`config.mk`:
```
export PLATFORM = sky130hd
export DESIGN_NAME = dds_wave_gen
export DESIGN_NICKNAME = d
export VERILOG_FILES = /design/src/rtl/dds_pkg.sv /design/src/rtl/sine_qrom.sv /design/src/rtl/dds_wave_gen.sv
export SDC_FILE = /design/constraint.sdc
export NUM_CORES = 1
export LEC_CHECK = 0
export ABC_CLOCK_PERIOD_IN_PS = 2800
export CORE_ASPECT_RATIO = 1.4
export CORE_MARGIN = 4
export CORE_UTILIZATION = 55
export DETAILED_ROUTE_END_ITERATION = 12
export PLACE_DENSITY = 0.82
export SETUP_SLACK_MARGIN = 0.02
export SYNTH_ARGS = -nofsm -noshare
export SYNTH_HDL_FRONTEND = slang
export SYNTH_SLANG_ARGS = --single-unit
```
`constraint.sdc`:
```
create_clock -name sysclk -period 2.8 [get_ports sysclk]
set_input_delay 0.84 -clock sysclk [delete_from_list [all_inputs] [get_ports sysclk]]
set_output_delay 0.84 -clock sysclk [all_outputs]
set_load 0.1 [all_outputs]
```
`src/rtl/dds_pkg.sv`:
```
// Shared constants, waveform encodings and the quarter-wave table generator
// for the DDS waveform generator.
package dds_pkg;

  localparam int ACC_W_DEF = 20;
  localparam int FW_W_DEF  = 16;

  localparam logic [9:0] MID = 10'd512;

  typedef enum logic [1:0] {
    SINE   = 2'b00,
    SQUARE = 2'b01,
    TRI    = 2'b10,
    SAW    = 2'b11
  } wave_e;

  // Elaboration-time only: round(511*sin(pi/2*(k+0.5)/256)) by Taylor series,
  // so the table needs no real-valued system functions in hardware.
  function automatic logic [8:0] qrom_entry(input int k);
    real x;
    real term;
    real s;
    x    = 3.14159265358979323846 / 2.0 * (real'(k) + 0.5) / 256.0;
    term = x;
    s    = x;
    for (int n = 1; n < 12; n++) begin
      term = -term * x * x / real'((2 * n) * (2 * n + 1));
      s    = s + term;
    end
    return 9'($rtoi(511.0 * s + 0.5));
  endfunction

endpackage

```
`src/rtl/sine_qrom.sv`:
```
// 256x9 quarter-wave sine table with registered read; the read register
// holds its value while rd_en is low.
module sine_qrom
  import dds_pkg::*;
(
  input  logic       clk,
  input  logic       rd_en,
  input  logic [7:0] addr,
  output logic [8:0] amp
);

  logic [8:0] tbl [256];

  for (genvar k = 0; k < 256; k++) begin : g_rom
    localparam logic [8:0] ENTRY = qrom_entry(k);
    assign tbl[k] = ENTRY;
  end

  always_ff @(posedge clk) begin
    if (rd_en) amp <= tbl[addr];
  end

endmodule

```
`src/rtl/dds_wave_gen.sv`:
```
// Direct digital synthesis waveform generator: phase accumulator stepped on
// accepted ticks, two-stage pipeline producing a 10-bit offset-binary sample.
module dds_wave_gen
  import dds_pkg::*;
#(
  parameter int ACC_W = ACC_W_DEF,
  parameter int FW_W  = FW_W_DEF
) (
  input  logic            sysclk,
  input  logic            rst,
  input  logic            en,
  input  logic            tick,
  input  logic [FW_W-1:0] freq_word,
  input  logic [1:0]      wave_sel,
  input  logic            phase_clr,
  output logic [9:0]      data_out,
  output logic            data_valid
);

  logic [ACC_W-1:0] acc;
  logic [ACC_W-1:0] fw_ext;
  logic [9:0]       phase;
  logic             accept;

  logic       vld_p1;
  logic [9:0] p_p1;
  logic [7:0] addr_p1;
  logic       neg_p1;
  wave_e      mode_p1;

  logic       vld_p2;
  logic       neg_p2;
  wave_e      mode_p2;
  logic [9:0] wave_p2;
  logic [8:0] rom_amp;

  function automatic logic [9:0] shape(input logic [9:0] p, input wave_e mode);
    logic [9:0] ramp;
    ramp = {p[8:0], 1'b0};
    case (mode)
      SQUARE:  shape = p[9] ? 10'd0 : 10'd1023;
      TRI:     shape = p[9] ? ~ramp : ramp;
      SAW:     shape = p;
      default: shape = MID;
    endcase
  endfunction

  function automatic logic [9:0] sine_level(input logic neg, input logic [8:0] a);
    sine_level = neg ? (MID - {1'b0, a}) : (MID + {1'b0, a});
  endfunction

  assign fw_ext = {{(ACC_W - FW_W){1'b0}}, freq_word};
  assign phase  = acc[ACC_W-1 -: 10];
  assign accept = tick & en & ~phase_clr;

  always_ff @(posedge sysclk) begin
    if (rst) begin
      acc    <= '0;
      vld_p1 <= 1'b0;
      vld_p2 <= 1'b0;
    end else begin
      vld_p1 <= accept;
      vld_p2 <= vld_p1;
      if (phase_clr)   acc <= '0;
      else if (accept) acc <= acc + fw_ext;
    end
  end

  // Stage 1: capture phase, quarter-wave address, quadrant sign and mode
  always_ff @(posedge sysclk) begin
    if (accept) begin
      p_p1    <= phase;
      addr_p1 <= phase[8] ? ~phase[7:0] : phase[7:0];
      neg_p1  <= phase[9];
      mode_p1 <= wave_e'(wave_sel);
    end
  end

  // Stage 2: table read and non-sine shapes; forcing a non-sine mode on reset
  // makes data_out sit at mid-scale regardless of the stale table register
  sine_qrom u_qrom (
    .clk   (sysclk),
    .rd_en (vld_p1),
    .addr  (addr_p1),
    .amp   (rom_amp)
  );

  always_ff @(posedge sysclk) begin
    if (rst) begin
      mode_p2 <= SAW;
      wave_p2 <= MID;
      neg_p2  <= 1'b0;
    end else if (vld_p1) begin
      mode_p2 <= mode_p1;
      neg_p2  <= neg_p1;
      wave_p2 <= shape(p_p1, mode_p1);
    end
  end

  assign data_out   = (mode_p2 == SINE) ? sine_level(neg_p2, rom_amp) : wave_p2;
  assign data_valid = vld_p2;

endmodule

```
== After elaboration in Yosys (flattened, before gate mapping) ==
Memories as Yosys holds them, arrays and structs flattened. A register that Yosys moved wholly into a read port is not among the register bits.
Index checks and enable logic that the tools add are counted.

* Register bits: 56
* Memory bits (read-only): 2304
* Bits of input ports: 23
* Output and inout port bits: 11
* Logic and storage cells: 31
* Memories: 1

{| class="wikitable"
|+ Memories
! memory !! words !! bits a word !! rd ports !! clocked after Yosys merged registers in !! wr ports !! line !! source
|-
| (no name shown) || 256 || 9 || 1 || 1 || 0 || sine_qrom.sv:20 || <nowiki>if (rd_en) amp <= tbl[addr];</nowiki>
|}

* $add $sub $neg: 3
* Equality and inequality tests: 3
* Muxes and demuxes: 6
* Bitwise gates (word level): 6
* Reduce and logical (&&, ||, !) cells: 2

{| class="wikitable"
|+ Operator list
! cell !! count
|-
| 2-to-1 mux 10 bit || 4
|-
| one-hot mux 10 bit (3 select lines) || 1
|-
| adder 20 x 16 -> 20 bit || 1
|-
| adder 10 x 9 -> 10 bit (first input constant) || 1
|-
| NOT 10 bit || 1
|-
| subtractor 10 x 9 -> 10 bit (first input constant) || 1
|-
| NOT 8 -> 9 bit || 1
|-
| 2-to-1 mux 8 bit || 1
|-
| NOT 8 bit || 1
|-
| == test 2 bit (second input constant) || 2
|-
| AND 1 bit || 2
|-
| == test 2 x 1 -> 1 bit (second input constant) || 1
|-
| logical NOT 2 bit || 1
|-
| OR reduction 2 bit || 1
|-
| NOT 1 bit || 1
|}

== Depth between registers and ports, before layout ==
* Depth after elaboration: 3
* Depth in mapped cells: 10
* Depth with buffers taken out: 8

== Hierarchy ==
From an unflattened synthesis, not the netlist that was laid out.

* Cell total of the unflattened synthesis: 742
* Area, all modules: 5938.2 sq um

{| class="wikitable"
|+ Modules (own cells, without submodules)
! module !! times used !! cells an instance !! area an instance (sq um) !! sequential area each (sq um)
|-
| dds_wave_gen || 1 || 386 || 3314.4 || 1301.2
|-
| sine_qrom || 1 || 356 || 2623.8 || 270.3
|}

== Least setup slack after synthesis ==
Ideal clock, no wire load.

* Path type: register -> output
* Start point: register u_qrom.amp[2]
* End point: output port data_out[7]
* Arrival: 3666 ps
* Data required time: 1960 ps
* Setup slack: -1706 ps
* Stages on the path, launching flop included: 7
* Buffers on the path: 0
* Path through: edfxtp_1 > or3_1 > or3_1 > or3_1 > nand2_1 > xor2_1 > o21ai_0

* Longest elaborated chain between the ends: 3
* Elaborated cells between the ends (all ways): 4
* Classes of those cells: add/sub (2); mux (2)

{| class="wikitable"
|+ Ends and longest elaborated chain
! what !! line !! source
|-
| start: declaration || sine_qrom.sv:9 || <nowiki>output logic [8:0] amp</nowiki>
|-
| adder 10 x 9 -> 10 bit / subtractor 10 x 9 -> 10 bit (equally long branches) || dds_wave_gen.sv:49 || <nowiki>sine_level = neg ? (MID - {1'b0, a}) : (MID + {1'b0, a});</nowiki>
|-
| 2-to-1 mux 10 bit (*) || dds_wave_gen.sv:49 ||
|-
| 2-to-1 mux 10 bit (*) || dds_wave_gen.sv:100 || <nowiki>assign data_out = (mode_p2 == SINE) ? sine_level(neg_p2, rom_amp) : wave_p2;</nowiki>
|-
| end: declaration || dds_wave_gen.sv:16 || <nowiki>output logic [9:0] data_out,</nowiki>
|}

Mark *: on every way between the ends. The rest lies on a longest branch, timed or not.

== Worst setup path in the final report ==
* Start point: register u_qrom.amp[0]
* End point: output port data_out[9]

Same word-level chain as after synthesis.

==> reports/results.tsv <==
metric	value	unit
Clock Latency Late Sink	0.33	ns
Max Cap Viol	0	
switching pwr	707	uW
RSZ-0062 raised after global routing	true	
dpl hpwl	12000	um
drt pass-1 iters	12	
Critical Path, Cell by Cell	or3_4 -> or3_4 -> or3_4 -> o31a_1 -> o21ai_4 -> buf_12	
io pins	34	
Placed Area	6520	sq um
Bufs on Longest Clock Path	2	
DRC Markers	1	
Gate Count Post-Synth	714	
most common cell in the netlist	nand2_1	
Routed WL	17300	um
gr usage total	0.291	
Placeable Area	9850	sq um
Least-Margin Pin Slew	0.573	ns
vias per inst	6.46	
Reg power frac	0.384	
antenna violations before repair	0	
vias in the first global route	5702	
Final Max Tran Viols	0	
Reg clk slew, reported paths	0.06	ns
kind of critical path	reg2out	
H-Tree Depth	3	
Hold WS	0.462	ns
Die ar.	11700	sq um
Comb power frac	0.189	
Via Count	5955	
detailed-route wire length per cell	18.8	um
final hold vios	0	
Final Total Pwr	2.65	mW
ANT cells	0	
Power Density	371	nW/um^2
Synth area leader	edfxtp_1	
worst r2r path cells	8	
status	finished, violations left	
#FFs+latches synth	64	
Worst Skew	0.00564	ns
CP most frequent cell	or3_4	
Worst path slowest cell	or3_4	
final worst path period share	1.16	
Port Buf Inserts	33	
placement row count	43	
nets	836	
non-filler cells, final	922	
setup violators final	5	
Inserted Clock Buffers	9	
first-pass GRT wire length	27700	um
routability congestion estimate from global placement	0.977	
fmax	307	MHz
ANT nets after route	0	
setup_tns	-1.65	ns
dpl cells	897	
prevailing post-synth register cell	dfxtp_1	
die span in y	127	um
Final Worst Setup Slack	-0.456	ns
Post-synth EDFFs	29	
Avg Synthesized Cell Area	7.73	sq um
largest net degree at the start of global routing	62	
initial DRC count	609	
internal power	1.95	mW
Setup crit end kind	output pin	
# hold bufs at CTS	0	
CP peak stage delay	0.40	ns
Yosys Warn Count	0	
clock network power share	0.427	
Area contributors post-synth	edfxtp_1 (16%), dfxtp_1 (13%), a21oi_1 (6.9%), ha_1 (6.8%), o21ai_0 (6.0%)	
top cell type's share of synthesized area	0.158	
CP required	1.96	ns
Startpoint Class	flip-flop	
fin area	7150	sq um
CTS tree	done	
CP arrival	2.42	ns
Slew HR	0.618	
sequential-to-total area share from yosys stat	0.285	
maximum VDD drop	0.331	mV
clock sink total	64	
violated checks	design-rule violations, negative setup slack	
Mapped Area	5520	sq um
Commonest cells post-synth	nand2_1 (85), a21oi_1 (76), o21ai_0 (66)	
final core occ	0.726	
grt total ovfl	0	
DP Worst Slack	-0.507	ns
synth unique cells	71	
crit-path max FO	2	
share of cells above drive strength 1	0.216	
Worst Hold Depth	2	
Post-synth ARST share	0	
root buffer cell	clkbuf_16	
Syn Nets	768	
min Tclk post-route	3.26	ns
Initial Util	0.560	
Leak	2.86	nW
Die X	92.7	um
Sw Ratio	0.266	
worst min path class	reg2reg	
Area Overhead vs Synth	29.5	%
repair_timing:
action,4_1_cts,5_1_grt
resized for setup,32,20
endpoints found under the hold margin,0,0
setup endpoints to repair,10,9
pin swaps,20,13
buffers inserted,5,4
cells by family (layout without fill, tap and decap cells):
kind of cell               Yosys count  after routing  share of synthesized area
adders and majority gates           31             31                     0.0717
xor gates and xnor gates            27             27                     0.0429
DFF                                 64             64                      0.285
buffers and inverters               77            150                     0.0558
AOI/OAI and AO/OA                  274            274                      0.319
and+or+nand+nor                    229            229                      0.197
muxes                               12             12                     0.0290
layout make-up:
cell class | count | area (sq um)
Multi-Input combinational cell | 573 | 3920
Fill cell | 727 | 2700
Sequential cell | 64 | 1570
Timing Repair Buffer | 114 | 1090
Clock buffer | 13 | 293
Tap cell | 135 | 169
Inverter | 20 | 80.1
Clock inverter | 3 | 20.0
per-layer routing:
metal	track usage	up-vias	part of all wire	routed length, um
li1	-	2793	-	-
met1	0.340	2767	0.37	6450
met2	0.509	325	0.51	8890
met3	0.0457	70	0.072	1240
met4	0.155	0	0.043	741
met5	0	-	0	0
sequential cells by signal, summed over array words and instances (netlist names):
name,count
acc,20
addr_p1,8
data_valid,1
mode_p1,2
mode_p2,2
neg_p2,1
p_p1,10
u_qrom.amp,9
vld_p1,1
wave_p2,10
power groups by stage:
| stage | Clock (mW) | Sequential [mW] | Combinational, mW |
|---|---|---|---|
| 2_1_floorplan | 0 | 1.03 | 0.299 |
| 3_3_place_gp | 0 | 1.04 | 0.456 |
| 3_5_place_dp | 0 | 1.04 | 0.468 |
| 4_1_cts | 1.15 | 1.02 | 0.480 |
| 5_1_grt | 1.20 | 1.02 | 0.539 |
| 6_report | 1.13 | 1.02 | 0.501 |
cell usage in the layout (no fill, tap or decap), drive strengths merged, types with 13 or more instances in the layout:
| cell | instances |
|---|---|
| a211oi | 21 |
| a21oi | 77 |
| buf | 92 |
| clkbuf | 13 |
| clkdlybuf4s50 | 15 |
| dfxtp | 35 |
| edfxtp | 29 |
| ha | 30 |
| inv | 20 |
| nand2 | 85 |
| nand2b | 18 |
| nand3 | 16 |
| nor2 | 47 |
| o211ai | 15 |
| o21ai | 68 |
| xor2 | 17 |
critical path, delay by kind of cell, from the launching register on:
family | cells | cell delay, ns
buf+inv | 1 | 0.19
simple gates | 3 | 1.08
flops | 1 | 0.39
compound gates | 2 | 0.43
worst paths after layout:
kind | from | to | slack, ns
worst max-delay path | u_qrom.amp[0] | data_out[9] | -0.46
worst min-delay path | acc[6] | acc[6] | 0.46
worst max register to register | addr_p1[1] | u_qrom.amp[2] | 0.17
worst min register to register | acc[6] | acc[6] | 0.46
No activity file was read; power rests on OpenSTA's default activity.
